**src/rtl/adc_pkg.sv**
```systemverilog
`timescale 1ns/1ps
// -----------------------------------------------------------------------------
// adc_pkg
// Shared definitions for the dual-channel 14-bit ADC capture engine.
//   ADC_BITS       : width of one channel result
//   ADC_FRAME_LEN  : SCK periods in one serial frame
//   CH0_FIRST/CH1_FIRST : frame bit index of each channel's MSB
//   adc_state_t    : capture sequencer states
//   bit_in_field() : true when a frame bit index belongs to a channel field
// -----------------------------------------------------------------------------
package adc_pkg;

    localparam int ADC_BITS      = 14;
    localparam int ADC_FRAME_LEN = 34;
    localparam int CH0_FIRST     = 2;
    localparam int CH1_FIRST     = 18;

    // Bit counter must hold one past the last index (it increments on the
    // final falling edge while the sequencer leaves SHIFT).
    localparam int BIT_CNT_W = $clog2(ADC_FRAME_LEN + 1);

    typedef enum logic [1:0] {
        ST_IDLE  = 2'd0,
        ST_CONV  = 2'd1,
        ST_SHIFT = 2'd2,
        ST_DONE  = 2'd3
    } adc_state_t;

    function automatic logic bit_in_field(input logic [BIT_CNT_W-1:0] bit_idx,
                                          input int                   first);
        return (int'(bit_idx) >= first) && (int'(bit_idx) < first + ADC_BITS);
    endfunction

endpackage

```
**src/rtl/adc_sck_gen.sv**
```systemverilog
`timescale 1ns/1ps
// -----------------------------------------------------------------------------
// adc_sck_gen
// Enableable SCK divider. While en is low the divider is held cleared and sck
// stays low; once enabled, sck toggles every SCK_HALF clock cycles, starting
// with a low half-period.
// Ports:
//   CLK50MHZ  : system clock (rising edge)
//   RST       : asynchronous active-low reset
//   en        : run enable; low forces the divider back to its start point
//   sck       : divided serial clock (registered, idles low)
//   rise_tick : high in the cycle whose closing edge drives sck high
//   fall_tick : high in the cycle whose closing edge drives sck low
// -----------------------------------------------------------------------------
module adc_sck_gen #(
    parameter int SCK_HALF = 2
) (
    input  logic CLK50MHZ,
    input  logic RST,
    input  logic en,
    output logic sck,
    output logic rise_tick,
    output logic fall_tick
);

    localparam int CNT_W = (SCK_HALF > 1) ? $clog2(SCK_HALF) : 1;
    localparam logic [CNT_W-1:0] HALF_LAST = CNT_W'(SCK_HALF - 1);

    logic [CNT_W-1:0] div_cnt_reg;
    logic             sck_reg;
    logic             half_done;

    // Ticks are combinational so the parent can act on the very edge where
    // sck changes (e.g. leave SHIFT exactly on the last falling edge).
    assign half_done = en && (div_cnt_reg == HALF_LAST);
    assign rise_tick = half_done && !sck_reg;
    assign fall_tick = half_done && sck_reg;
    assign sck       = sck_reg;

    always_ff @(posedge CLK50MHZ or negedge RST) begin
        if (!RST) begin
            div_cnt_reg <= '0;
            sck_reg     <= 1'b0;
        end else if (!en) begin
            div_cnt_reg <= '0;
            sck_reg     <= 1'b0;
        end else if (half_done) begin
            div_cnt_reg <= '0;
            sck_reg     <= ~sck_reg;
        end else begin
            div_cnt_reg <= div_cnt_reg + 1'b1;
        end
    end

endmodule

```
**src/rtl/adc_capture.sv**
```systemverilog
`timescale 1ns/1ps
// -----------------------------------------------------------------------------
// adc_capture
// Capture engine for the dual-channel 14-bit ADC behind the preamplifier.
// On an accepted trigger it raises the conversion strobe for 2*SCK_HALF
// cycles, clocks a 34-bit serial frame, extracts both channels and presents
// them as two's-complement words with a one-cycle valid strobe.
// Ports:
//   CLK50MHZ  : system clock (rising edge)
//   RST       : asynchronous active-low reset
//   amp_ready : preamp gain loaded; triggers ignored while low
//   adc_trig  : single-cycle conversion request
//   adc_busy  : high from trigger acceptance until the cycle after adc_valid
//   adc_valid : one-cycle strobe, adc_ch0/adc_ch1 update in the same cycle
//   adc_ch0   : channel-0 result (two's complement)
//   adc_ch1   : channel-1 result (two's complement)
//   adc_conv  : ADC conversion strobe, active high
//   spi_sck   : serial clock to the ADC, idles low
//   spi_miso  : serial data from the ADC, changes on SCK falling edges
// All outputs come straight from flops; each lags the sequencer state by one
// clock.
// -----------------------------------------------------------------------------
module adc_capture
    import adc_pkg::*;
#(
    parameter int SCK_HALF  = 2,
    parameter int FRAME_LEN = 34
) (
    input  logic                       CLK50MHZ,
    input  logic                       RST,
    input  logic                       amp_ready,
    input  logic                       adc_trig,
    output logic                       adc_busy,
    output logic                       adc_valid,
    output logic signed [ADC_BITS-1:0] adc_ch0,
    output logic signed [ADC_BITS-1:0] adc_ch1,
    output logic                       adc_conv,
    output logic                       spi_sck,
    input  logic                       spi_miso
);

    localparam int CONV_CYCLES = 2 * SCK_HALF;
    localparam int CONV_W      = (CONV_CYCLES > 1) ? $clog2(CONV_CYCLES) : 1;
    localparam logic [CONV_W-1:0]    CONV_LAST = CONV_W'(CONV_CYCLES - 1);
    localparam logic [BIT_CNT_W-1:0] LAST_BIT  = BIT_CNT_W'(FRAME_LEN - 1);

    adc_state_t state_reg;
    adc_state_t state_next;

    logic [CONV_W-1:0]    conv_cnt_reg;
    logic [BIT_CNT_W-1:0] bit_cnt_reg;
    logic                 sample_en_reg;
    logic                 busy_reg;
    logic                 conv_reg;
    logic                 valid_reg;
    logic                 spi_sck_reg;

    logic sck_en;
    logic load_out;
    logic sck_int;
    logic rise_tick;
    logic fall_tick;

    assign sck_en   = (state_reg == ST_SHIFT);
    assign load_out = (state_reg == ST_DONE);

    // -------------------------------------------------------------------------
    // SCK divider, held cleared outside SHIFT so every frame starts with a
    // full low half-period.
    // -------------------------------------------------------------------------
    adc_sck_gen #(
        .SCK_HALF (SCK_HALF)
    ) u_sck_gen (
        .CLK50MHZ  (CLK50MHZ),
        .RST       (RST),
        .en        (sck_en),
        .sck       (sck_int),
        .rise_tick (rise_tick),
        .fall_tick (fall_tick)
    );

    // -------------------------------------------------------------------------
    // Sequencer
    // -------------------------------------------------------------------------
    always_ff @(posedge CLK50MHZ or negedge RST) begin
        if (!RST) begin
            state_reg <= ST_IDLE;
        end else begin
            state_reg <= state_next;
        end
    end

    always_comb begin
        state_next = state_reg;
        case (state_reg)
            // busy_reg still reflects the DONE cycle one clock after the
            // sequencer is back in IDLE; gating on it keeps a trigger from
            // being taken while adc_busy is visibly high.
            ST_IDLE:  if (adc_trig && amp_ready && !busy_reg) state_next = ST_CONV;
            ST_CONV:  if (conv_cnt_reg == CONV_LAST) state_next = ST_SHIFT;
            ST_SHIFT: if (fall_tick && (bit_cnt_reg == LAST_BIT)) state_next = ST_DONE;
            ST_DONE:  state_next = ST_IDLE;
            default:  state_next = ST_IDLE;
        endcase
    end

    // -------------------------------------------------------------------------
    // Conversion-width and frame-bit counters
    // -------------------------------------------------------------------------
    always_ff @(posedge CLK50MHZ or negedge RST) begin
        if (!RST) begin
            conv_cnt_reg  <= '0;
            bit_cnt_reg   <= '0;
            sample_en_reg <= 1'b0;
        end else begin
            conv_cnt_reg <= (state_reg == ST_CONV) ? conv_cnt_reg + 1'b1 : '0;
            if (!sck_en) begin
                bit_cnt_reg <= '0;
            end else if (fall_tick) begin
                bit_cnt_reg <= bit_cnt_reg + 1'b1;
            end
            // MISO is taken one clock after the internal SCK rises, which is
            // the edge where spi_sck rises at the pin: a full half-period
            // after the ADC last changed the data, even with SCK_HALF=1.
            sample_en_reg <= rise_tick;
        end
    end

    // -------------------------------------------------------------------------
    // Output flops
    // -------------------------------------------------------------------------
    always_ff @(posedge CLK50MHZ or negedge RST) begin
        if (!RST) begin
            busy_reg    <= 1'b0;
            conv_reg    <= 1'b0;
            valid_reg   <= 1'b0;
            spi_sck_reg <= 1'b0;
        end else begin
            busy_reg    <= (state_reg != ST_IDLE);
            conv_reg    <= (state_reg == ST_CONV);
            valid_reg   <= load_out;
            spi_sck_reg <= sck_int;
        end
    end

    assign adc_busy  = busy_reg;
    assign adc_conv  = conv_reg;
    assign adc_valid = valid_reg;
    assign spi_sck   = spi_sck_reg;

    // -------------------------------------------------------------------------
    // Per-channel deserialiser and result register. The result is only
    // loaded from DONE, so an aborted frame never reaches the outputs.
    // -------------------------------------------------------------------------
    genvar gi;
    generate
        for (gi = 0; gi < 2; gi++) begin : g_chan
            localparam int FIRST = (gi == 0) ? CH0_FIRST : CH1_FIRST;

            logic [ADC_BITS-1:0] shift_reg;
            logic [ADC_BITS-1:0] word_reg;
            logic                take_bit;

            assign take_bit = sample_en_reg && bit_in_field(bit_cnt_reg, FIRST);

            always_ff @(posedge CLK50MHZ or negedge RST) begin
                if (!RST) begin
                    shift_reg <= '0;
                    word_reg  <= '0;
                end else begin
                    if (take_bit) begin
                        shift_reg <= {shift_reg[ADC_BITS-2:0], spi_miso};
                    end
                    if (load_out) begin
                        word_reg <= shift_reg;
                    end
                end
            end
        end
    endgenerate

    assign adc_ch0 = g_chan[0].word_reg;
    assign adc_ch1 = g_chan[1].word_reg;

endmodule

```
**config.mk**
```make
export PLATFORM = sky130hd
export DESIGN_NAME = adc_capture
export DESIGN_NICKNAME = d
export VERILOG_FILES = /design/src/rtl/adc_pkg.sv /design/src/rtl/adc_sck_gen.sv /design/src/rtl/adc_capture.sv
export SDC_FILE = /design/constraint.sdc
export NUM_CORES = 1
export LEC_CHECK = 0
export ABC_AREA = 1
export CAP_MARGIN = 20
export CORE_AREA = 4 4 106 108
export DETAILED_ROUTE_END_ITERATION = 16
export DIE_AREA = 0 0 110 112
export GPL_ROUTABILITY_DRIVEN = 0
export SLEW_MARGIN = 20
export SYNTH_ARGS = -nofsm -noshare
export SYNTH_HDL_FRONTEND = slang
export SYNTH_SLANG_ARGS = --single-unit
```
**constraint.sdc**
```tcl
create_clock -name CLK50MHZ -period 3.52 [get_ports CLK50MHZ]
set_input_delay 1.056 -clock CLK50MHZ [delete_from_list [all_inputs] [get_ports CLK50MHZ]]
set_output_delay 1.056 -clock CLK50MHZ [all_outputs]
set_load 0.01 [all_outputs]
```
==> flow_metrics.tcl <==
set metrics [dict create \
    relSlewSlack_pct 37.60 \
    clk_pin_slew_ns 0.07 \
    row_count 37 \
    vias_per_cell 4.185 \
    die_h_um 112 \
    cts_resized 0 \
    multi_input_area_um2 1012 \
    peakVddDrop_mv 0.3461 \
    swShare_pct 29.24 \
    clk_latency_ns 0.34 \
    finalInstanceArea_um2 3726 \
    slowest_delay_ns 0.55 \
    hold_ws_ns 0.4278 \
    synthTopCellsByArea "dfrtp_1, o21ai_2, nand2_1" \
    io_buffers 36 \
    cp_slowest_cell "clkdlybuf4s50_1" \
    postSynthCellCount 281 \
    worst-setup-path-type "flop to output pin" \
    fin_cells 459 \
    fp.dieW_um 110 \
    maxCapViolations 0 \
    ff2ff_setup_slack_ns 1.73 \
    initial_core_util_pct 29.68 \
    yosys.area.top_type "dfrtp_1" \
    drc 0 \
    yosysTopAreaCellShare_pct 60.16 \
    synth_seq_cells 73 \
    areaGrowthSynthToFinish_pct 22.70 \
    core-area_um2 10230 \
    syn_nets 295 \
    period_share_pct 65.36 \
    grt.total_usage_pct 9.522 \
    grt_pass1_vias 1934 \
    rsz0062_at_grt "no" \
    finalWorstSetupSlack_ns 1.219 \
    fin_nets 333 \
    cp.required_ns 2.46 \
    layout-drive-gt1-share_pct 20.12 \
    finalMaxSlewViolations 0 \
    finalSetupViolCount 0 \
    synth_area_um2 3037 \
    cp.buffers_inverters 1 \
    arrival_ns 1.24 \
    dp.cells 444 \
    grt-ovfl-total 0 \
    tns_ns 0 \
    io_pins 37 \
    cts_sinks 73 \
    cts-root-buf "clkbuf_8" \
    period_minus_slack_ns 2.301 \
    post-route-util_pct 36.42 \
    register_area_um2 1827 \
    wl_um 5206 \
    pwr-share-comb_pct 27.5 \
    seqPwrFrac_pct 43.3 \
    worst_slew_pin_slew_ns 0.9360 \
    largest_reg_flops 28 \
    crit_chain "clkdlybuf4s50_1" \
    ctsHoldBuffers 0 \
    hold_violations 0 \
    total_power_mw 2.514 \
    pre_cts_slack_ns 1.356 \
    routedWlPerCell_um 11.34 \
    dpl_cell_area_um2 3498 \
    drt_iter0_markers 48 \
    power_density_nw_per_um2 674.8 \
    cts_tree "done" \
    crit_fanout 2 \
    switchingPower_uw 735.3 \
    worstSetupStartpointType "flop" \
    nFillCells 998 \
    ys_seq_area_share_pct 60.16 \
    leakage_nw 1.704 \
    vias 1921 \
    diodes 0 \
    fmax_mhz 434.6 \
    post-cts-setup-buffer-count 0 \
    grt_pass1_wl_um 9266 \
    min_path_type "flop to flop" \
    cp.depth 1 \
    pwr-share-clk_pct 29.2 \
    status "finished, final reports clean" \
    grt_antenna_before_repair 0 \
    intPower_mw 1.779 \
    syn_area_per_cell_um2 10.81 \
    ff2ff_path_depth 2 \
    end_kind "output pin" \
    ys_types 27 \
    critPathTopFamily "buffers and inverters" \
    grt_max_degree 74 \
    detail-route-antenna-nets 0 \
    die_area_um2 12320 \
    cts_made_buffers 9 \
    holdPathStages 1 \
    clock_path_buffers 2 \
    synth_warnings 0 \
    htree_num_levels 3 \
    finClkSkew_ns 0.01229 \
    drt_pre_antenna_iters 4 \
    dp_hpwl_um 3388 \
]
==> layout by cell type (no fill, tap or decap), types with 7 or more instances in the layout <==
master / Yosys / routed
nand2_2: 7 / 7
nor2_1: 32 / 32
clkdlybuf4s50_1: 0 / 35
a21oi_1: 22 / 22
mux2_2: 8 / 8
nand2_1: 36 / 36
ha_1: 9 / 8
dfrtp_1: 73 / 73
inv_1: 34 / 34
o21ai_2: 20 / 20
clkbuf_8: 0 / 11
==> layout make-up <==
type	count	share of cell area [%]
flip-flops and latches	73	49.03
multi-input cells	164	27.17
repair buffers	36	9.604
well taps	136	4.567
clock buffers	11	4.063
inverters	35	3.526
clock inverters	4	2.048
==> power by group through the flow <==
| stage | Sequential (mW) | Combinational [mW] | Clock [mW] |
|---|---|---|---|
| after floorplan | 1.16 | 0.300 | 0 |
| after global placement | 1.10 | 0.685 | 0 |
| after detailed placement | 1.11 | 0.703 | 0 |
| after CTS | 1.09 | 0.705 | 0.764 |
| after global routing | 1.11 | 0.771 | 0.802 |
| final | 1.09 | 0.692 | 0.734 |
==> synthesized netlist by cell type, drive strengths merged <==
cell,n
a21oi,28
buf,5
clkbuf,4
clkinv,1
dfrtp,73
ha,9
inv,34
mux2,8
nand2,43
nand3,8
nor2,34
nor3,1
nor3b,1
o21ai,27
o22ai,2
or2,1
xor2,2
==> kinds of logic (layout without fill, tap and decap cells) <==
logic type | after synthesis | in the layout | synth area share [%]
compound gates | 57 | 57 | 13.06
simple gates | 88 | 88 | 12.94
flops | 73 | 73 | 60.16
buf+inv | 44 | 86 | 6.592
xor+xnor | 2 | 2 | 0.5769
mux | 8 | 8 | 2.967
fa+ha+maj | 9 | 9 | 3.708
==> final timing paths <==
| check | startpoint | endpoint |
|---|---|---|
| min in group asynchronous | RST | adc_ch1[5]$_DFFE_PN0P_ |
| max in group asynchronous | RST | adc_ch0[7]$_DFFE_PN0P_ |
| max | adc_ch0[0]$_DFFE_PN0P_ | adc_ch0[0] |
| min reg2reg | conv_cnt_reg[0]$_DFF_PN0_ | conv_cnt_reg[0]$_DFF_PN0_ |
| min | conv_cnt_reg[0]$_DFF_PN0_ | conv_cnt_reg[0]$_DFF_PN0_ |
| max reg2reg | state_reg[0]$_DFFE_PN0P_ | adc_ch1[13]$_DFFE_PN0P_ |
==> routing by layer <==
metal / vias up / part of all wire (%) / global-route usage [%]
met4: 0 / 2.4 / 4.489
met2: 33 / 44 / 13.96
met1: 900 / 50 / 12.82
li1: 974 / - / -
met3: 14 / 4.1 / 2.783
met5: - / 0 / 0
(Power assumes the default switching activity.)
